### src/rtl/bus_protocol_monitor.sv
// Passive checker for the dValid/dAck single-master transfer protocol.
// Define BUS_PROTOCOL_DATA_CHECK_EN to build the data-stability check (err_pulse[5]).
module bus_protocol_monitor #(
    parameter int unsigned DATA_W    = 8,
    parameter int unsigned MIN_VALID = 2,
    parameter int unsigned MAX_VALID = 4,
    parameter int unsigned CNT_W     = 16
) (
    input  logic              clk,
    input  logic              reset,
    input  logic              dValid,
    input  logic              dAck,
    input  logic [DATA_W-1:0] data,
    input  logic              clr,
    output logic [5:0]        err_pulse,
    output logic [5:0]        err_sticky,
    output logic [CNT_W-1:0]  xfer_cnt,
    output logic [CNT_W-1:0]  err_cnt,
    output logic              busy
);

    localparam int unsigned LEN_W = $clog2(MAX_VALID + 1);
    localparam logic [LEN_W-1:0] MinLen = LEN_W'(MIN_VALID);
    localparam logic [LEN_W-1:0] MaxLen = LEN_W'(MAX_VALID);
    localparam logic [CNT_W-1:0] CntMax = '1;

    typedef enum logic [1:0] {StIdle, StActive, StDrop, StRecover} state_e;

    state_e             state_q, state_d;
    logic               v_q, a_q;
    logic [LEN_W-1:0]   len_q, len_d, len_next;
    logic               err_seen_q, err_seen_d;
    logic [5:0]         err_pulse_q, err_pulse_d;
    logic [5:0]         err_sticky_q, err_sticky_d;
    logic [CNT_W-1:0]   xfer_cnt_q, xfer_cnt_d;
    logic [CNT_W-1:0]   err_cnt_q, err_cnt_d;
    logic               busy_q, busy_d;
    logic               rise_v, rise_a, data_mismatch, xfer_inc;

    assign rise_v   = dValid & ~v_q;
    assign rise_a   = dAck & ~a_q;
    assign len_next = len_q + 1'b1;

`ifdef BUS_PROTOCOL_DATA_CHECK_EN
    logic [DATA_W-1:0] data_q, data_d;

    always_comb begin
        data_d = data_q;
        if (state_q == StIdle && rise_v) begin
            data_d = data;
        end
    end

    always_ff @(posedge clk or posedge reset) begin
        if (reset) begin
            data_q <= '0;
        end else begin
            data_q <= data_d;
        end
    end

    assign data_mismatch = (data != data_q);
`else
    logic unused_data;
    assign unused_data   = ^data;
    assign data_mismatch = 1'b0;
`endif

    // err_pulse_d bits: [0] short [1] long [2] ack_early [3] ack_missing [4] no_drop [5] data
    always_comb begin
        state_d     = state_q;
        len_d       = len_q;
        err_seen_d  = err_seen_q;
        err_pulse_d = '0;
        xfer_inc    = 1'b0;
        case (state_q)
            StIdle: begin
                if (rise_v) begin
                    state_d        = StActive;
                    len_d          = LEN_W'(1);
                    err_pulse_d[2] = rise_a;
                    err_seen_d     = rise_a;
                end
            end
            StActive: begin
                err_pulse_d[5] = data_mismatch;
                if (dValid) begin
                    // len_next is the index of the current high cycle
                    len_d = len_next;
                    if (rise_a) begin
                        err_pulse_d[2] = (len_next < MinLen);
                        state_d        = StDrop;
                    end else if (len_next == MaxLen) begin
                        err_pulse_d[1] = 1'b1;
                        err_pulse_d[3] = 1'b1;
                        state_d        = StRecover;
                    end
                end else begin
                    err_pulse_d[3] = 1'b1;
                    err_pulse_d[0] = (len_q < MinLen);
                    state_d        = StIdle;
                end
                err_seen_d = err_seen_q | (|err_pulse_d);
            end
            StDrop: begin
                if (!dValid) begin
                    state_d  = StIdle;
                    xfer_inc = ~err_seen_q;
                end else begin
                    err_pulse_d[4] = 1'b1;
                    state_d        = StRecover;
                end
            end
            StRecover: begin
                if (!dValid) begin
                    state_d = StIdle;
                end
            end
            default: state_d = StIdle;
        endcase
    end

    always_comb begin
        err_sticky_d = err_sticky_q | err_pulse_d;
        xfer_cnt_d   = xfer_cnt_q;
        err_cnt_d    = err_cnt_q;
        if (xfer_inc && xfer_cnt_q != CntMax) begin
            xfer_cnt_d = xfer_cnt_q + 1'b1;
        end
        if ((|err_pulse_d) && err_cnt_q != CntMax) begin
            err_cnt_d = err_cnt_q + 1'b1;
        end
        // clr wins over any same-cycle pulse
        if (clr) begin
            err_sticky_d = '0;
            xfer_cnt_d   = '0;
            err_cnt_d    = '0;
        end
        busy_d = (state_d != StIdle);
    end

    always_ff @(posedge clk or posedge reset) begin
        if (reset) begin
            state_q      <= StIdle;
            v_q          <= 1'b0;
            a_q          <= 1'b0;
            len_q        <= '0;
            err_seen_q   <= 1'b0;
            err_pulse_q  <= '0;
            err_sticky_q <= '0;
            xfer_cnt_q   <= '0;
            err_cnt_q    <= '0;
            busy_q       <= 1'b0;
        end else begin
            state_q      <= state_d;
            v_q          <= dValid;
            a_q          <= dAck;
            len_q        <= len_d;
            err_seen_q   <= err_seen_d;
            err_pulse_q  <= err_pulse_d;
            err_sticky_q <= err_sticky_d;
            xfer_cnt_q   <= xfer_cnt_d;
            err_cnt_q    <= err_cnt_d;
            busy_q       <= busy_d;
        end
    end

    assign err_pulse  = err_pulse_q;
    assign err_sticky = err_sticky_q;
    assign xfer_cnt   = xfer_cnt_q;
    assign err_cnt    = err_cnt_q;
    assign busy       = busy_q;

endmodule

### config.mk
export PLATFORM = sky130hd
export DESIGN_NAME = bus_protocol_monitor
export DESIGN_NICKNAME = d
export VERILOG_FILES = /design/src/rtl/bus_protocol_monitor.sv
export SDC_FILE = /design/constraint.sdc
export NUM_CORES = 1
export LEC_CHECK = 0
export CAP_MARGIN = 30
export CELL_PAD_IN_SITES_DETAIL_PLACEMENT = 1
export CELL_PAD_IN_SITES_GLOBAL_PLACEMENT = 1
export CORE_MARGIN = 4
export CORE_UTILIZATION = 39
export CTS_CLUSTER_SIZE = 8
export DETAILED_ROUTE_END_ITERATION = 6
export GPL_ROUTABILITY_DRIVEN = 0
export PLACE_DENSITY_LB_ADDON = 0.1
export REMOVE_ABC_BUFFERS = 1
export SLEW_MARGIN = 20
export SYNTH_ARGS = -nofsm -noshare
export SYNTH_HDL_FRONTEND = slang
export SYNTH_SLANG_ARGS = --single-unit
### constraint.sdc
create_clock -name clk -period 3.1 [get_ports clk]
set_clock_uncertainty 0.15 [all_clocks]
set_input_delay 0.93 -clock clk [delete_from_list [all_inputs] [get_ports clk]]
set_output_delay 0.93 -clock clk [all_outputs]
set_load 0.01 [all_outputs]
==> run summary, run 1 <==
Worst Reg-to-Reg Cells: 6
Async S/R FF share, synth: 100%
Worst R2R Start: len_q[0]$_DFFE_PP0P_
die height: 92.0 um
Power Density: 392 mW/mm^2
largest net degree at the start of global routing: 38
fmax: 331 MHz
area share of the largest cell type after synthesis: 46.4%
Worst Path Max Fanout: 14
commonest non-fill, non-tap cell in the layout: dfrtp_1
Horiz. Die Dim: 92.0 um
Post-DP Area: 0.00342 mm^2
status: completed
adder and majority gate portion of the synthesized area: 1.82%
Switching Fraction: 29.2%
IO Port Bufs: 47
Hold Crit Depth: 2
NetSw: 0.403 mW
post-synthesis mux area share: 6.46%
number of synthesized flops with an enable pin: 0
Layout Cell Area excl Fill: 0.00351 mm^2
Starting Density: 40.2%
Yosys warning count: 0
CTS tree: built
clk buf depth: 2
RSZ-0062 raised after global routing: false
clock root cell: clkbuf_8
sequential share of the synthesized area: 46.4%
worst skew pair latency: 0.30 ns
GRT Residual Overflow: 0
worst hold slack: 0.361 ns
Min-Delay Path Class: flop to flop
placed cell count: 430
max-slew violations: 0
Required @ worst endpoint: 3.14 ns
worst path cell trace: clkdlybuf4s50_1, or4b_4, o31a_4, a2bb2oi_4, a2111oi_2, mux2_2
largest family of logic cells by synthesized area: simple AND/OR/NAND/NOR gates
setup slack, reg-to-reg: 0.58 ns
Clock Pin Slew Worst Setup and Hold Paths: 0.09 ns
Final Cycle Share: 97.6%
DP Worst Slack: -0.253 ns
initial DRC count: 55
share of post-route cells with drive strength above 1: 14.6%
Least-Margin Pin Slew: 0.668 ns
Clock Power Share: 28.1%
FP Rows: 30
number of global-route vias before repair: 2381
max cap viols: 0
slew margin rel.: 55.5%
TritonRoute pass-1 iters: 4
WL per Instance: 15.3 um
Non-Filler Instances: 438
WS Path Type: primary input to flop
io pins: 58
kind of cell adding the most delay to the critical path: compound AO/OA/AOI/OAI gates
detailed-route via count: 2314
Crit path largest cell delay: 0.52 ns
peak supply drop: 0.175 mV
first-pass GRT wire length: 11500 um
Internal Power: 0.975 mW
Seq pwr share: 54.2%
CTS buffer count: 5
Die Footprint: 0.00846 mm^2
Hold Buf Count CTS: 0
Remaining DRCs: 0
Synth Register Bits: 51
Via-to-Cell Ratio: 5.28
Final Hold Violating Endpoints: 0
synth top area cells: dfrtp_1 46%, mux2_2 5.7%, nor2_1 5.1%
CP bufs+invs: 1
hold_sp: err_sticky[0]$_DFF_PP0_
Synth Instances: 282
final setup TNS: 0 ns
multi-input logic area: 0.00136 mm^2
post-synthesis compound-gate area fraction: 14.0%
cell area after synthesis: 0.00275 mm^2
Reg area: 0.00128 mm^2
r2r endpoint: err_cnt[5]$_DFFE_PP0P_
CTS sink count: 51
htree depth: 2
Most used DFF post-synth: dfrtp_1
final net count: 358
Core Area: 0.00683 mm^2
initial antenna violation count: 0
hold-critical path endpoint: err_sticky[0]$_DFF_PP0_
Final ANT Viol Nets: 0
Syn Area/Cell: 9.75 um^2
Synth cell types: 50
leading cell types in the layout, fill and taps excluded: 51 x dfrtp_1, 46 x clkdlybuf4s50_1, 37 x nor2_1, 17 x a21oi_1
XOR/XNOR Fraction of Synth Area: 3.19%
Critical Path End Type: flop
# Post-CTS Setup Buffers: 0
Comb pwr share: 17.7%
# fillers: 808
Min Clock Period, post-route: 3.02 ns
Synth area leader: dfrtp_1
final setup violation count: 0
area growth from synthesis to layout: 27.8%
Arr. time, crit path: 3.07 ns
final setup margin: 0.0752 ns
HPWL after DPL: 4770 um
GRT Util Overall: 16.5%
routed wire length: 6680 um
ANT cells: 0
Leak: 1.43 nW
crit path launch type: primary input
Synth Area in Simple Gates: 23.6%
Slowest-stage cell, CP: clkdlybuf4s50_1
[routing by layer]
metal  GRT usage [%]  wire, um  vias to the layer above
met1            22.0      3260                     1155
li1                -         -                     1109
met3            3.45       248                        6
met5               0         0                        -
met2            27.8      3120                       44
met4            3.34        47                        0
[cell type report]
cell class	instances	share of cell area [%]
clock buffers	6	2.07
multi-input cells	206	38.7
repair buffers	65	17.8
inverters	12	1.28
flip-flops and latches	51	36.3
well taps	96	3.42
clock inverters	2	0.356
[sequential cells by signal, summed over array words and instances, names as in the netlist]
| register | flops |
|---|---|
| err_pulse | 5 |
| err_cnt | 16 |
| err_seen_q | 1 |
| len_q | 3 |
| busy | 1 |
| err_sticky | 5 |
| v_q | 1 |
| a_q | 1 |
| xfer_cnt | 16 |
| state_q | 2 |
[what timing repair did]
item | CTS | global route
endpoints found under the setup margin | 0 | 2
resized for setup | 0 | 1
endpoints found under the hold margin | 0 | 0
[cell families after synthesis]
group	count (synthesis)
buffers and inverters	26
AOI/OAI and AO/OA	52
and+or+nand+nor	122
other	1
adders and majority gates	4
xor gates and xnor gates	10
DFF	51
muxes	16
[worst max path at each step]
| stage | start | endpoint | cells after the start |
|---|---|---|---|
| CTS | dValid | xfer_cnt[3]$_DFFE_PP0P_ | 7 |
| detailed placement | dValid | err_cnt[5]$_DFFE_PP0P_ | 6 |
| finish | dValid | err_cnt[5]$_DFFE_PP0P_ | 6 |
| global placement | dValid | err_cnt[12]$_DFFE_PP0P_ | 6 |
| floorplan | dValid | err_cnt[12]$_DFFE_PP0P_ | 5 |
| global route | dValid | err_cnt[5]$_DFFE_PP0P_ | 6 |
[power by group through the flow]
stage / combinational [mW] / clock [mW] / sequential (mW)
after floorplan: 0.142 / 0 / 0.754
after global placement: 0.238 / 0 / 0.756
after detailed placement: 0.246 / 0 / 0.760
after CTS: 0.248 / 0.404 / 0.747
after global routing: 0.272 / 0.433 / 0.754
final: 0.244 / 0.387 / 0.747
[synth_stat cells, types with 4 or more instances]
library cell  instances
nand2_1              14
nor2_1               37
o21ai_0               9
nor3_1                4
nand3_1              14
inv_1                12
ha_1                  4
nand2b_1              4
nand3b_1              4
a211oi_1              8
nor2b_1              16
xnor2_1               6
clkbuf_1              9
mux2_2               14
nand4_1               7
xor2_1                4
o31ai_1               4
dfrtp_1              51
a21oi_1              17
and3_1                4
[worst reg2reg max path, cell delays in order (launching register included)]
cell and delay, ns:
dfrtp_1 0.43, ha_1 0.27, xnor2_1 0.16, o31ai_1 0.40, a2bb2oi_4 0.21, a2111oi_2 0.42
mux2_2 0.37
[stage by stage]
step / power (mW) / util (%)
2_1_floorplan: 0.896 / -
3_3_place_gp: 0.994 / 50.1
3_5_place_dp: 1.01 / 50.1
4_1_cts: 1.40 / 51.4
5_1_grt: 1.46 / 51.4
6_report: 1.38 / 51.4
No activity file was read; power rests on OpenSTA's default activity.
==> inputs of run 2 (changes only) <==
--- a/config.mk
+++ b/config.mk
@@ -13,6 +13,7 @@
 export CTS_CLUSTER_SIZE = 8
 export DETAILED_ROUTE_END_ITERATION = 6
 export GPL_ROUTABILITY_DRIVEN = 0
+export GPL_TIMING_DRIVEN = 0
 export PLACE_DENSITY_LB_ADDON = 0.1
 export REMOVE_ABC_BUFFERS = 1
 export SLEW_MARGIN = 20
==> run 2 against run 1 <==
Net effect:
- final area fell by 3.3%
- critical path depth did not move
- count of clock-buffer cells in the layout fell by 1
- via count fell by 3.9%
- sequential power barely moved
- sequential share of layout area rose by 1.2 points
- worst setup slack improved by 0.099 ns
- global-route usage fell by 0.27 points
- critical endpoint is now err_cnt[12]$_DFFE_PP0P_
- largest power group unchanged
==> run summary, run 2 (synthesis gave the netlist of run 1 again) <==
number of global-route vias before repair: 2297
Final Cycle Share: 94.4%
r2r endpoint: err_cnt[12]$_DFFE_PP0P_
fmax: 342 MHz
Min-Delay Path Class: flop to flop
CTS buffer count: 5
Leak: 1.36 nW
WL per Instance: 15.6 um
max-slew violations: 0
leading cell types in the layout, fill and taps excluded: 51 x dfrtp_1, 45 x clkdlybuf4s50_1, 37 x nor2_1, 17 x a21oi_1, 16 x nor2b_1
largest net degree at the start of global routing: 52
Starting Density: 40.2%
FP Rows: 30
Reg area: 0.00128 mm^2
Final ANT Viol Nets: 0
detailed-route via count: 2224
HPWL after DPL: 4620 um
CTS tree: built
CTS sink count: 51
clock root cell: clkbuf_8
final setup margin: 0.175 ns
Worst Path Max Fanout: 17
setup slack, reg-to-reg: 0.56 ns
Min Clock Period, post-route: 2.93 ns
status: completed
worst hold slack: 0.359 ns
TritonRoute pass-1 iters: 4
GRT Residual Overflow: 0
DP Worst Slack: -0.604 ns
final net count: 341
Worst R2R Start: len_q[0]$_DFFE_PP0P_
clk buf depth: 2
RSZ-0062 raised after global routing: false
Required @ worst endpoint: 3.16 ns
crit path launch type: primary input
worst skew pair latency: 0.31 ns
WS Path Type: primary input to flop
share of post-route cells with drive strength above 1: 10.5%
routed length on met3: 271 um
Die Footprint: 0.00846 mm^2
io pins: 58
area growth from synthesis to layout: 23.5%
peak supply drop: 0.281 mV
Power Density: 427 mW/mm^2
# fillers: 785
slew margin rel.: 45.8%
Core Area: 0.00683 mm^2
die height: 92.0 um
Least-Margin Pin Slew: 0.811 ns
multi-input logic area: 0.00136 mm^2
Worst Reg-to-Reg Cells: 6
DR top layer: met4
htree depth: 2
Arr. time, crit path: 2.98 ns
Final Hold Violating Endpoints: 0
initial antenna violation count: 0
Remaining DRCs: 0
Critical Path End Type: flop
GRT Util Overall: 16.3%
final setup violation count: 0
Horiz. Die Dim: 92.0 um
met2 wire len: 3020 um
initial DRC count: 85
Clock Pin Slew Worst Setup and Hold Paths: 0.10 ns
Via-to-Cell Ratio: 5.28
ANT cells: 0
max cap viols: 0
routed wire length: 6550 um
end of the critical path: err_cnt[12]$_DFFE_PP0P_
M1 WL: 3210 um
commonest non-fill, non-tap cell in the layout: dfrtp_1
first-pass GRT wire length: 11300 um
overall power: 1.45 mW
IO Port Bufs: 47
Setup crit start: dAck
[run 2: final cells by class]
class                           instances  area share, %
Tap cell                               96           3.54
Sequential cell                        51           37.6
Timing Repair Buffer                   48           14.1
Clock buffer                            5           2.03
Clock inverter                          3           1.36
Inverter                               12           1.40
Multi-Input combinational cell        206           39.9
[run 2: metrics by stage]
step	cell area [um^2]	setup TNS [ns]	utilization, %	cells
after floorplan	2680	0	-	269
after global placement	3270	-27.50	47.8	412
after detailed placement	3290	-10.88	48.1	413
after CTS	3400	0	49.8	421
after global routing	3400	0	49.7	421
final	3400	0	49.7	421
[run 2: worst max-delay path, stage by stage]
cell and delay, ns:
clkdlybuf4s50_1 0.43, nor2b_1 0.16, o31ai_1 0.43, a2bb2oi_4 0.23
a2111oi_2 0.42, mux2_2 0.37
[run 2: what timing repair did]
action | in CTS | in global routing
hold buffers | 0 | 0
endpoints found under the setup margin | 21 | 2
pin swaps | 0 | 0
gates resized for setup | 2 | 1
setup buffers | 0 | 0
endpoints found under the hold margin | 0 | 0
[run 2: report_power, final]
group / leakage [nW] / internal, mW / switching, mW
Sequential: 0.695 / 0.702 / 0.0414
Clock: 0.0548 / 0.244 / 0.243
Combinational: 0.610 / 0.0988 / 0.123
[run 2: worst min path at each step]
stage                       startpoint                       to  slack (ns)  cells past startpoint
5_1_grt         err_seen_q$_DFFE_PP0P_   err_seen_q$_DFFE_PP0P_        0.39                      2
6_report        err_seen_q$_DFFE_PP0P_   err_seen_q$_DFFE_PP0P_        0.36                      2
3_3_place_gp   err_sticky[0]$_DFF_PP0_  err_sticky[0]$_DFF_PP0_        0.33                      2
4_1_cts         err_seen_q$_DFFE_PP0P_   err_seen_q$_DFFE_PP0P_        0.36                      2
2_1_floorplan   err_seen_q$_DFFE_PP0P_   err_seen_q$_DFFE_PP0P_        0.31                      2
3_5_place_dp    err_seen_q$_DFFE_PP0P_   err_seen_q$_DFFE_PP0P_        0.34                      2
[run 2: layer usage]
layer	vias up	global-route usage [%]
met5	-	0
met4	0	3.34
met3	6	3.94
met2	41	25.7
met1	1100	22.7
li1	1077	-
==> inputs of run 3 (changes only) <==
--- a/config.mk
+++ b/config.mk
@@ -14,9 +14,8 @@
 export DETAILED_ROUTE_END_ITERATION = 6
 export GPL_ROUTABILITY_DRIVEN = 0
 export GPL_TIMING_DRIVEN = 0
-export PLACE_DENSITY_LB_ADDON = 0.1
+export PLACE_DENSITY_LB_ADDON = 0.05
 export REMOVE_ABC_BUFFERS = 1
-export SLEW_MARGIN = 20
 export SYNTH_ARGS = -nofsm -noshare
 export SYNTH_HDL_FRONTEND = slang
 export SYNTH_SLANG_ARGS = --single-unit
==> run 3 against run 2 <==
Net effect:
- final area is 0.15% lower
- critical path depth stayed put
- non-clock buffer count stayed put
- cell count stayed put
- sequential share of layout area is 0.056 points higher
- register-to-register slack worse by 0.05 ns
- worst setup slack worse by 0.048 ns
- via count is 0.90% lower
- combinational power hardly changed
- critical path type unchanged
- critical endpoint unchanged
- largest cell class unchanged
==> run summary, run 3 (synthesis gave the netlist of run 1 again) <==
fmax: 336 MHz
WS Path Type: primary input to flop
Least-Margin Pin Slew: 0.956 ns
worst skew pair latency: 0.30 ns
TritonRoute pass-1 iters: 4
peak supply drop: 0.257 mV
crit path launch type: primary input
initial DRC count: 60
Clock Pin Slew Worst Setup and Hold Paths: 0.09 ns
Worst Path Max Fanout: 17
max cap viols: 0
Internal Power: 1.01 mW
Critical Path End Type: flop
clk buf depth: 2
HPWL after DPL: 4590 um
Via-to-Cell Ratio: 5.24
Comb pwr share: 16.1%
max-slew violations: 0
Worst R2R Start: len_q[0]$_DFFE_PP0P_
commonest non-fill, non-tap cell in the layout: dfrtp_1
share of post-route cells with drive strength above 1: 10.5%
Remaining DRCs: 0
largest net degree at the start of global routing: 53
die height: 92.0 um
Hold Buf Count CTS: 0
final setup TNS: 0 ns
ANT cells: 0
area growth from synthesis to layout: 23.3%
# fillers: 792
clock root cell: clkbuf_8
Leak: 1.37 nW
Die Footprint: 0.00846 mm^2
worst hold slack: 0.354 ns
multi-input logic area: 0.00137 mm^2
RSZ-0062 raised after global routing: false
Power Density: 414 mW/mm^2
htree depth: 2
slew margin rel.: 36.3%
CTS sink count: 51
Setup crit start: dAck
Post-DP Area: 0.00328 mm^2
final setup violation count: 0
# Post-CTS Setup Buffers: 0
Final ANT Viol Nets: 0
Arr. time, crit path: 3.02 ns
hold_sp: err_seen_q$_DFFE_PP0P_
overall power: 1.40 mW
Min-Delay Path Class: flop to flop
Min Clock Period, post-route: 2.97 ns
status: completed
WL per Instance: 15.8 um
Final Hold Violating Endpoints: 0
CTS buffer count: 5
first-pass GRT wire length: 11200 um
Clock Power Share: 30.9%
GRT Util Overall: 16.2%
CTS tree: built
Final Cycle Share: 95.9%
GRT Residual Overflow: 0
Reg area: 0.00128 mm^2
Starting Density: 40.2%
io pins: 58
Switching Fraction: 28.3%
initial antenna violation count: 0
Util after Layout: 49.6%
number of global-route vias before repair: 2297
routed wire length: 6650 um
Required @ worst endpoint: 3.14 ns
Layout Cell Area excl Fill: 0.00339 mm^2
Horiz. Die Dim: 92.0 um
detailed-route via count: 2204
FP Rows: 30
leading cell types in the layout, fill and taps excluded: 51 x dfrtp_1, 45 x clkdlybuf4s50_1, 37 x nor2_1, 17 x a21oi_1, 16 x nor2b_1
final net count: 341
NetSw: 0.397 mW
Core Area: 0.00683 mm^2
IO Port Bufs: 47
Seq pwr share: 53.1%
## run 3: changes by cell type in the layout (fill, tap and decap cells not counted)
cell / previous run / this run
nor4_2: 1 / 0
nor4_4: 0 / 1
inv_4: 1 / 0
inv_2: 0 / 1
clkbuf_8: 5 / 7
inv_6: 1 / 0
bufinv_16: 1 / 0
## run 3: timing repair
| action | in CTS | in global routing |
|---|---|---|
| resized for setup | 2 | 2 |
| endpoints found under the setup margin | 22 | 9 |
| pin swaps | 0 | 0 |
## run 3: per-layer routing
metal | track usage [%] | vias to the layer above | wire length [um]
li1 | - | 1076 | -
met1 | 22.0 | 1066 | 3180
met2 | 26.0 | 52 | 3090
met3 | 3.45 | 10 | 273
met4 | 4.70 | 0 | 96
met5 | 0 | - | 0
## run 3: final timing paths
path / end / slack [ns] / cells after the start
worst min register to register: err_seen_q$_DFFE_PP0P_ / 0.35 / 2
worst min-delay path: err_seen_q$_DFFE_PP0P_ / 0.35 / 2
min in group asynchronous: err_cnt[0]$_DFFE_PP0P_ / 0.81 / 2
max in group asynchronous: err_cnt[1]$_DFFE_PP0P_ / 1.45 / 3
worst max register to register: err_cnt[12]$_DFFE_PP0P_ / 0.51 / 6
worst max-delay path: err_cnt[12]$_DFFE_PP0P_ / 0.13 / 6
## run 3: cell type report
| class | count | share of cell area [%] |
|---|---|---|
| timing repair buffer | 48 | 14.2 |
| clock buffer | 7 | 2.84 |
| inverter | 12 | 1.33 |
| tap | 96 | 3.54 |
| sequential | 51 | 37.6 |
| multi-input combinational | 206 | 40.3 |
| clock inverter | 1 | 0.221 |
## run 3: power by group through the flow
| stage | sequential (mW) | combinational, mW | clock (mW) |
|---|---|---|---|
| 2_1_floorplan | 0.754 | 0.142 | 0 |
| 3_3_place_gp | 0.757 | 0.219 | 0 |
| 3_5_place_dp | 0.757 | 0.229 | 0 |
| 4_1_cts | 0.745 | 0.229 | 0.454 |
| 5_1_grt | 0.753 | 0.254 | 0.475 |
| 6_report | 0.744 | 0.225 | 0.433 |
## run 3: through the flow
stage          setup slack, ns  instances
5_1_grt                0.00752        421
2_1_floorplan            0.382        269
3_3_place_gp            -0.594        412
6_report                 0.127        421
3_5_place_dp            -0.620        413
4_1_cts                 0.0141        421
## run 3: critical path, cell delays in order
cell	delay [ns]
clkdlybuf4s50_1	0.44
nor2b_1	0.16
o31ai_1	0.43
a2bb2oi_4	0.24
a2111oi_2	0.43
mux2_2	0.37
